==> src/rtl/gate_exerciser_pkg.sv <==
// Shared definitions for the gate exerciser:
// reference op codes and sweep FSM states.
package gate_exerciser_pkg;

  localparam int OP_OR  = 0;
  localparam int OP_AND = 1;
  localparam int OP_XOR = 2;
  localparam int OP_NOR = 3;

  typedef enum logic [2:0] {
    IDLE,
    DRIVE,
    WAIT,
    CHECK,
    DONE
  } state_t;

endpackage

==> src/rtl/gate_exerciser_ref.sv <==
// Combinational reference model of a 2-input
// bitwise gate, selected by OP.
module gate_ref
  import gate_exerciser_pkg::*;
#(
  parameter int WIDTH = 2,
  parameter int OP    = OP_OR
) (
  input  logic [WIDTH-1:0] a,
  input  logic [WIDTH-1:0] b,
  output logic [WIDTH-1:0] y
);

  // Select the reference function for OP
  always_comb begin
    y = a | b;
    unique case (1'b1)
      (OP == OP_OR):  y = a | b;
      (OP == OP_AND): y = a & b;
      (OP == OP_XOR): y = a ^ b;
      (OP == OP_NOR): y = ~(a | b);
      default:        y = a | b;
    endcase
  end

endmodule

==> src/rtl/gate_exerciser.sv <==
// Sweeps every a/b operand pair into a gate under
// test and checks c against the reference model.
module gate_exerciser
  import gate_exerciser_pkg::*;
#(
  parameter int WIDTH  = 2,
  parameter int SETTLE = 1,
  parameter int OP     = OP_OR
) (
  input  logic               clk,
  input  logic               rst_n,
  input  logic               start,
  input  logic               abort,
  output logic [WIDTH-1:0]   a,
  output logic [WIDTH-1:0]   b,
  input  logic [WIDTH-1:0]   c,
  output logic               busy,
  output logic               done,
  output logic               pass,
  output logic [2*WIDTH:0]   err_count,
  output logic               fail_valid,
  output logic [2*WIDTH-1:0] fail_vec
);

  localparam int VW = 2 * WIDTH;
  localparam logic [3:0] SET = 4'(SETTLE);

  state_t           state;
  logic [VW-1:0]    vec;
  logic [3:0]       wcnt;
  logic [WIDTH-1:0] expd;
  logic [WIDTH-1:0] ref_y;

  gate_ref #(
    .WIDTH (WIDTH),
    .OP    (OP)
  ) u_ref (
    .a (vec[WIDTH-1:0]),
    .b (vec[VW-1:WIDTH]),
    .y (ref_y)
  );

  // Sweep FSM with registered handshake and result outputs
  always_ff @(posedge clk or negedge rst_n) begin
    if (!rst_n) begin
      state      <= IDLE;
      vec        <= '0;
      wcnt       <= '0;
      expd       <= '0;
      a          <= '0;
      b          <= '0;
      busy       <= 1'b0;
      done       <= 1'b0;
      pass       <= 1'b0;
      err_count  <= '0;
      fail_valid <= 1'b0;
      fail_vec   <= '0;
    end else begin
      done <= 1'b0;
      if (state != IDLE && abort) begin
        state <= IDLE;
        a     <= '0;
        b     <= '0;
        busy  <= 1'b0;
      end else begin
        unique case (state)
          IDLE: begin
            if (start && !abort) begin
              state      <= DRIVE;
              vec        <= '0;
              err_count  <= '0;
              fail_valid <= 1'b0;
              pass       <= 1'b0;
              busy       <= 1'b1;
            end
          end
          DRIVE: begin
            a     <= vec[WIDTH-1:0];
            b     <= vec[VW-1:WIDTH];
            expd  <= ref_y;
            wcnt  <= SET;
            state <= WAIT;
          end
          WAIT: begin
            wcnt <= wcnt - 4'd1;
            if (wcnt <= 4'd1) begin
              state <= CHECK;
            end
          end
          CHECK: begin
            if (c != expd) begin
              err_count <= err_count + 1'b1;
              if (!fail_valid) begin
                fail_vec   <= {b, a};
                fail_valid <= 1'b1;
              end
            end
            if (&vec) begin
              state <= DONE;
              done  <= 1'b1;
              busy  <= 1'b0;
            end else begin
              vec   <= vec + 1'b1;
              state <= DRIVE;
            end
          end
          DONE: begin
            pass  <= (err_count == '0);
            state <= IDLE;
          end
          default: state <= IDLE;
        endcase
      end
    end
  end

endmodule
==> config.mk <==
export PLATFORM = sky130hd
export DESIGN_NAME = gate_exerciser
export DESIGN_NICKNAME = d
export VERILOG_FILES = /design/src/rtl/gate_exerciser_pkg.sv /design/src/rtl/gate_exerciser_ref.sv /design/src/rtl/gate_exerciser.sv
export SDC_FILE = /design/constraint.sdc
export NUM_CORES = 1
export LEC_CHECK = 0
export ABC_AREA = 1
export BUFFER_PORTS_ARGS = -buffer_cell sky130_fd_sc_hd__buf_2
export CORE_MARGIN = 10
export CORE_UTILIZATION = 40
export DETAILED_ROUTE_END_ITERATION = 10
export PLACE_DENSITY = 0.6
export SLEW_MARGIN = 20
export SYNTH_ARGS = -nofsm -noshare
export SYNTH_HDL_FRONTEND = slang
export SYNTH_SLANG_ARGS = --single-unit
==> constraint.sdc <==
create_clock -name clk -period 1.95 [get_ports clk]
set_input_delay 0.0975 -clock clk [delete_from_list [all_inputs] [get_ports clk]]
set_output_delay 0.0975 -clock clk [all_outputs]
set_load 0.005 [all_outputs]
# Yosys cells after proc, flatten, opt, wreduce, memory -nomap -nowiden

Cells that the tools add are included.
W data, S select, Z words.

Register bits after elaboration: 30
Input port bits: 6
Output and inout port bits: 17
Logic and storage cells: 77

Add/sub/neg operators: 3
Order comparisons: 1
Equal/unequal tests: 11
Muxes and demuxes: 27
Bitwise gates (word level): 3
Reductions and logical operators: 20

Operator list:

| cell                  | number |
|---|---|
| $pmux W4 S2           | 2 |
| $reduce_and A4 Y1     | 4 |
| $mux W3               | 4 |
| $pmux W3 S4           | 1 |
| $mux W5               | 2 |
| $pmux W5 S2           | 1 |
| $ne A3 B3 Y1 const B  | 3 |
| $mux W1               | 8 |
| $mux W2               | 4 |
| $mux W4               | 2 |
| $reduce_bool A2 Y1    | 4 |
| $eq A3 B2 Y1 const B  | 2 |
| $ne A2 B2 Y1 const B  | 3 |
| $pmux W1 S2           | 3 |
| $reduce_and A2 Y1     | 3 |
| $reduce_and A3 Y1     | 2 |
| $reduce_bool A3 Y1    | 2 |
| $add A5 B1 Y5 const B | 1 |
| $logic_not A5 Y1      | 1 |
| $add A4 B1 Y4 const B | 1 |
| $le A4 B1 Y1 const B  | 1 |
| $sub A4 B1 Y4 const B | 1 |
| $eq A3 B1 Y1 const B  | 1 |
| $eq A3 B3 Y1 const B  | 1 |
| 6 further kinds       | 8 |

# Depth between registers and ports, before layout

Depth in word-level cells: 5
Mapped depth: 9
Gate-level depth less buffers: 9

# Modules after synthesis

Synthesis repeated with hierarchy kept, for this count alone.

Cells, all modules: 192
Area, all modules: 1,600.3 µm²

By module, submodules not included:

| module         | instances | cells each | area each (µm²) | seq. area each (µm²) |
|---|---|---|---|---|
| gate_exerciser | 1         | 186        | 1,577.8         | 750.7 |
| gate_ref       | 1         | 6          | 22.5            | 0.0 |

# Worst setup path before layout

OpenSTA, ideal clock, no wires.

Path type: register to register
From: register state[0]
To: register vec[1]
Setup time: 117 ps
Data arrival time: 1,182 ps
Required time: 1,833 ps
Path slack: 650 ps
Cell stages (with the launch flop): 9
Buffers on the path: 0
Clock period less this slack: 1,300 ps
Cell sequence: dfrtp_1 nor2_2 nand2_2 nand2_2 nand2_2 inv_2 nand2_2 nand2_1 nand2_1

Word-level cells in the longest chain between the ends: 4
Elaborated cells between the ends (all ways): 10
Classes of those cells: eq/ne: 3; mux: 1; bitwise: 1; reduce/logical: 5

Ends and longest elaborated chain:

| item                                                                      | line                  | source |
|---|---|---|
| start: declaration                                                        | gate_exerciser.sv:28  | `state_t state;` |
| start signal: assignment                                                  | gate_exerciser.sv:46  | `state <= IDLE;` |
| start signal: assignment                                                  | gate_exerciser.sv:61  | `state <= IDLE;` |
| start signal: assignment                                                  | gate_exerciser.sv:69  | `state <= DRIVE;` |
| parallel branches: the longest is 4 deep, another holds $reduce_and A4 Y1 | --                    |  |
| end signal: assignment                                                    | gate_exerciser.sv:103 | `vec <= vec + 1'b1;` |
| end: declaration                                                          | gate_exerciser.sv:29  | `logic [VW-1:0] vec;` |

Several ways; the timed one is not identified.
A chain may end at the register's enable or synchronous reset.

# Final worst setup path

From: register state[0]
To: register fail_vec[3]

Word-level cells in the longest chain between the ends: 4
Elaborated cells between the ends (all ways): 5
Classes of those cells: eq/ne: 1; bitwise: 1; reduce/logical: 3

Ends and longest elaborated chain:

| item                            | line                 | source |
|---|---|---|
| $reduce_bool A3 Y1              | gate_exerciser.sv:60 | `if (state != IDLE && abort) begin` |
| $logic_and A1 B1 Y1             | gate_exerciser.sv:60 |  |
| $not A1 Y1 (no line)            | --                   |  |
| $reduce_and A4 Y1 (no line) (*) | --                   |  |
| end signal: assignment          | gate_exerciser.sv:94 | `fail_vec <= {b, a};` |
| end: declaration                | gate_exerciser.sv:22 | `output logic [2*WIDTH-1:0] fail_vec` |

Every way passes the cells marked *; elsewhere a longest branch is shown, timed or not.

==> summary.md <==
| Metric | Value |
|---|---|
| Register area share after synthesis | 47.7% |
| CP Max Fanout | 7 |
| Final period util | 74.4% |
| Max cap viols | 0 |
| Pwr Density | 1080 nW/µm² |
| Min cycle time layout | 1450 ps |
| Adder-cell share of the synthesized area | 3.97% |
| CTS buffer count | 5 |
| Clock Latency Late Sink | 280 ps |
| Crit path DAT | 1620 ps |
| DR WL met2 | 1.39 mm |
| Flops & latches, synth | 30 |
| Fin Hold WS | 270 ps |
| Min-delay worst type | primary input to flip-flop |
| Synth Area in Compound Gates | 7.15% |
| Slew margin rel. | 56.1% |
| Clock tree buffer depth | 2 |
| CP startpoint kind | flip-flop |
| RSZ-0062 raised after global routing | false |
| Max Freq | 689 MHz |
| Nets | 230 |
| R2r setup slk | 500 ps |
| H-tree depth | 2 |
| Root buffer selected by CTS | clkbuf_8 |
| Status | completed |
| CTS Sinks | 30 |
| CP endpoint | fail_vec[3] |
| Top-area cell type share of the netlist area | 47.7% |
| Met3 WL | 252 µm |
| Worst slew pin tran | 659 ps |
| Final hold viol count | 0 |
| FF-to-FF Start | state[0] |
| CTS tree | done |
| Warnings, synthesis | 0 |
| Post-synth cell types | 25 |
| Data required, critical path | 2120 ps |
| Global-route wire length before repair | 5.50 mm |
| Io pins | 23 |
| Vias in the first global route | 1,206 |
| Antenna violations before repair | 0 |
| Highest metal used | met4 |
| Pins Over Slew Limit | 0 |
| GP Congestion | 0.803 |
| Die width | 82.8 µm |
| Mapped Nets | 200 |
| Setup CP Type | flip-flop to flip-flop |
| R2R depth | 6 |
| Synth area leaders | dfrtp_1 48%, nand2_1 14%, nand3_1 5.4% |
| Routed WL | 3.17 mm |
| Post-Synth Simple-Gate Area | 33.4% |
| Largest family of logic cells by synthesized area | simple AND/OR/NAND/NOR gates |
| Pleak | 1.01 nW |
| # DRC | 0 |
| Clk slew on worst S/H paths | 70 ps |
| Max VDD drop | 507 µV |
| Xor/xnor share of the synthesized area | 2.78% |
| Worst setup EP type | flip-flop |
| Via density | 4.69 |
| Layout cell share with drive strength beyond 1 | 25.0% |
| Synth area leader | dfrtp_1 |
| Vias after detailed routing | 1,257 |
| Antenna Cells | 0 |
| Initial DRC Count | 70 |
| Final setup fails | 0 |
| CORE AREA | 3740 µm² |
| Routed met1 length | 1.51 mm |
| Die Span Y | 82.8 µm |
| Antenna viol nets, final | 0 |
| GRT Util Overall | 10.4% |
| Post-synthesis mux area share | 0% |
| 1st-pass router iterations | 4 |
| DIE AREA | 6850 µm² |
| Worst Skew | 5.98 ps |
| Site Rows | 22 |
| GRT overflow | 0 |
| Starting Density | 42.1% |
| Cells after Synth | 189 |
| CP startpoint | state[0] |
| Layout area overhead | 17.5% |
| RR Endpoint | fail_vec[3] |
| Post-DP HPWL | 2.48 mm |
| Mapped Area | 1580 µm² |
| Largest net degree at the start of global routing | 31 |
| Setup TNS | 0 ps |
| Mean routed wirelength per cell | 11.8 µm |
| Syn_area_per_cell | 8.33 µm² |
| # port buffers | 22 |
-- kinds of logic after synthesis --
family | Yosys count
AOI/OAI and AO/OA | 15
DFF | 30
buffers and inverters | 21
and+or+nand+nor | 113
adders and majority gates | 5
xor gates and xnor gates | 5
-- registers in the layout (all words and copies together) (netlist names) --
register / cells
done: 1
vec: 4
err_count: 5
busy: 1
pass: 1
a: 2
fail_vec: 4
state: 3
expd: 2
wcnt: 4
b: 2
fail_valid: 1
-- report_power, final --
| group | total, mW | internal (mW) | switching (mW) |
|---|---|---|---|
| Combinational | 0.659 | 0.220 | 0.440 |
| Clock | 0.513 | 0.283 | 0.230 |
| Sequential | 0.823 | 0.723 | 0.101 |
| Total | 2.00 | 1.23 | 0.771 |
-- cell usage after synthesis --
cell type  instances
nand3_2            4
inv_2              7
dfrtp_1           30
nor3_2             1
a21oi_1            4
xnor2_1            1
nand3_1           17
nor2_1            16
a31oi_4            1
nor3b_1            1
o211ai_1           2
o21ai_1            3
ha_1               5
a21oi_4            1
nand4_1            4
nand2_1           59
inv_1             14
a21oi_2            1
o22ai_1            1
nor2_2             3
nor2_4             2
o21ai_0            2
nor3_1             1
xor2_1             4
nand2_2            5
-- worst min path at each step --
stage                from            to  cells after the start
finish              start        vec[0]                      5
global route        abort      state[2]                      4
CTS                 start        vec[0]                      5
detailed placement  rst_n  err_count[2]                      1
global placement    rst_n  err_count[2]                      1
floorplan           rst_n          a[0]                      0
-- placed cells by master, fill, tap and decap left out --
cell | Yosys | routed
a21oi_1 | 4 | 4
a21oi_2 | 1 | 1
a21oi_4 | 1 | 1
a31oi_4 | 1 | 1
buf_2 | 0 | 22
clkbuf_8 | 0 | 6
clkinv_2 | 0 | 1
clkinvlp_4 | 0 | 1
dfrtp_1 | 30 | 30
dlygate4sd3_1 | 0 | 1
ha_1 | 5 | 5
inv_1 | 14 | 14
inv_2 | 7 | 7
nand2_1 | 59 | 59
nand2_2 | 5 | 5
nand3_1 | 17 | 17
nand3_2 | 4 | 4
nand4_1 | 4 | 4
nor2_1 | 16 | 16
nor2_2 | 3 | 3
nor2_4 | 2 | 2
nor3_1 | 1 | 1
nor3_2 | 1 | 1
nor3b_1 | 1 | 1
o211ai_1 | 2 | 2
o21ai_0 | 2 | 2
o21ai_1 | 3 | 3
o22ai_1 | 1 | 1
xnor2_1 | 1 | 1
xor2_1 | 4 | 4
-- worst max-delay path, stage by stage (launching register included) --
cell,delay [ps]
dfrtp_1,480
nor2_2,240
nand2_2,170
a21oi_4,210
nand3_2,130
nand2_1,80
nand2_1,40
-- repair_timing --
| item | 4_1_cts | 5_1_grt |
|---|---|---|
| buffers inserted | 0 | 0 |
| setup endpoints to repair | 0 | 0 |
| hold buffers | 1 | 0 |
| endpoints found under the hold margin | 30 | 0 |
| resized for setup | 0 | 0 |
-- routing by layer --
| layer | vias to the layer above | global-route usage [%] |
|---|---|---|
| li1 | 670 | - |
| met1 | 564 | 12.9 |
| met2 | 21 | 16.2 |
| met3 | 2 | 3.78 |
| met4 | 0 | 3.51 |
| met5 | - | 0 |
-- final cells by class --
type | instances | area [µm²]
Clock buffer | 6 | 82.6
Clock inverter | 2 | 12.5
Fill cell | 379 | 1890
Inverter | 21 | 78.8
Multi-Input combinational cell | 138 | 746
Sequential cell | 30 | 751
Tap cell | 48 | 60.1
Timing Repair Buffer | 23 | 120
-- stage by stage --
stage	util, %	setup WS, ps	area (µm²)	std cells	power (mW)
after floorplan	-	650	1580	189	1.33
after global placement	46.6	490	1750	259	1.51
after detailed placement	46.6	510	1750	259	1.50
after CTS	49.4	493	1850	268	2.03
after global routing	49.4	337	1850	268	2.17
final	49.4	499	1850	268	2.00
Power figures use the tool's default switching activity.
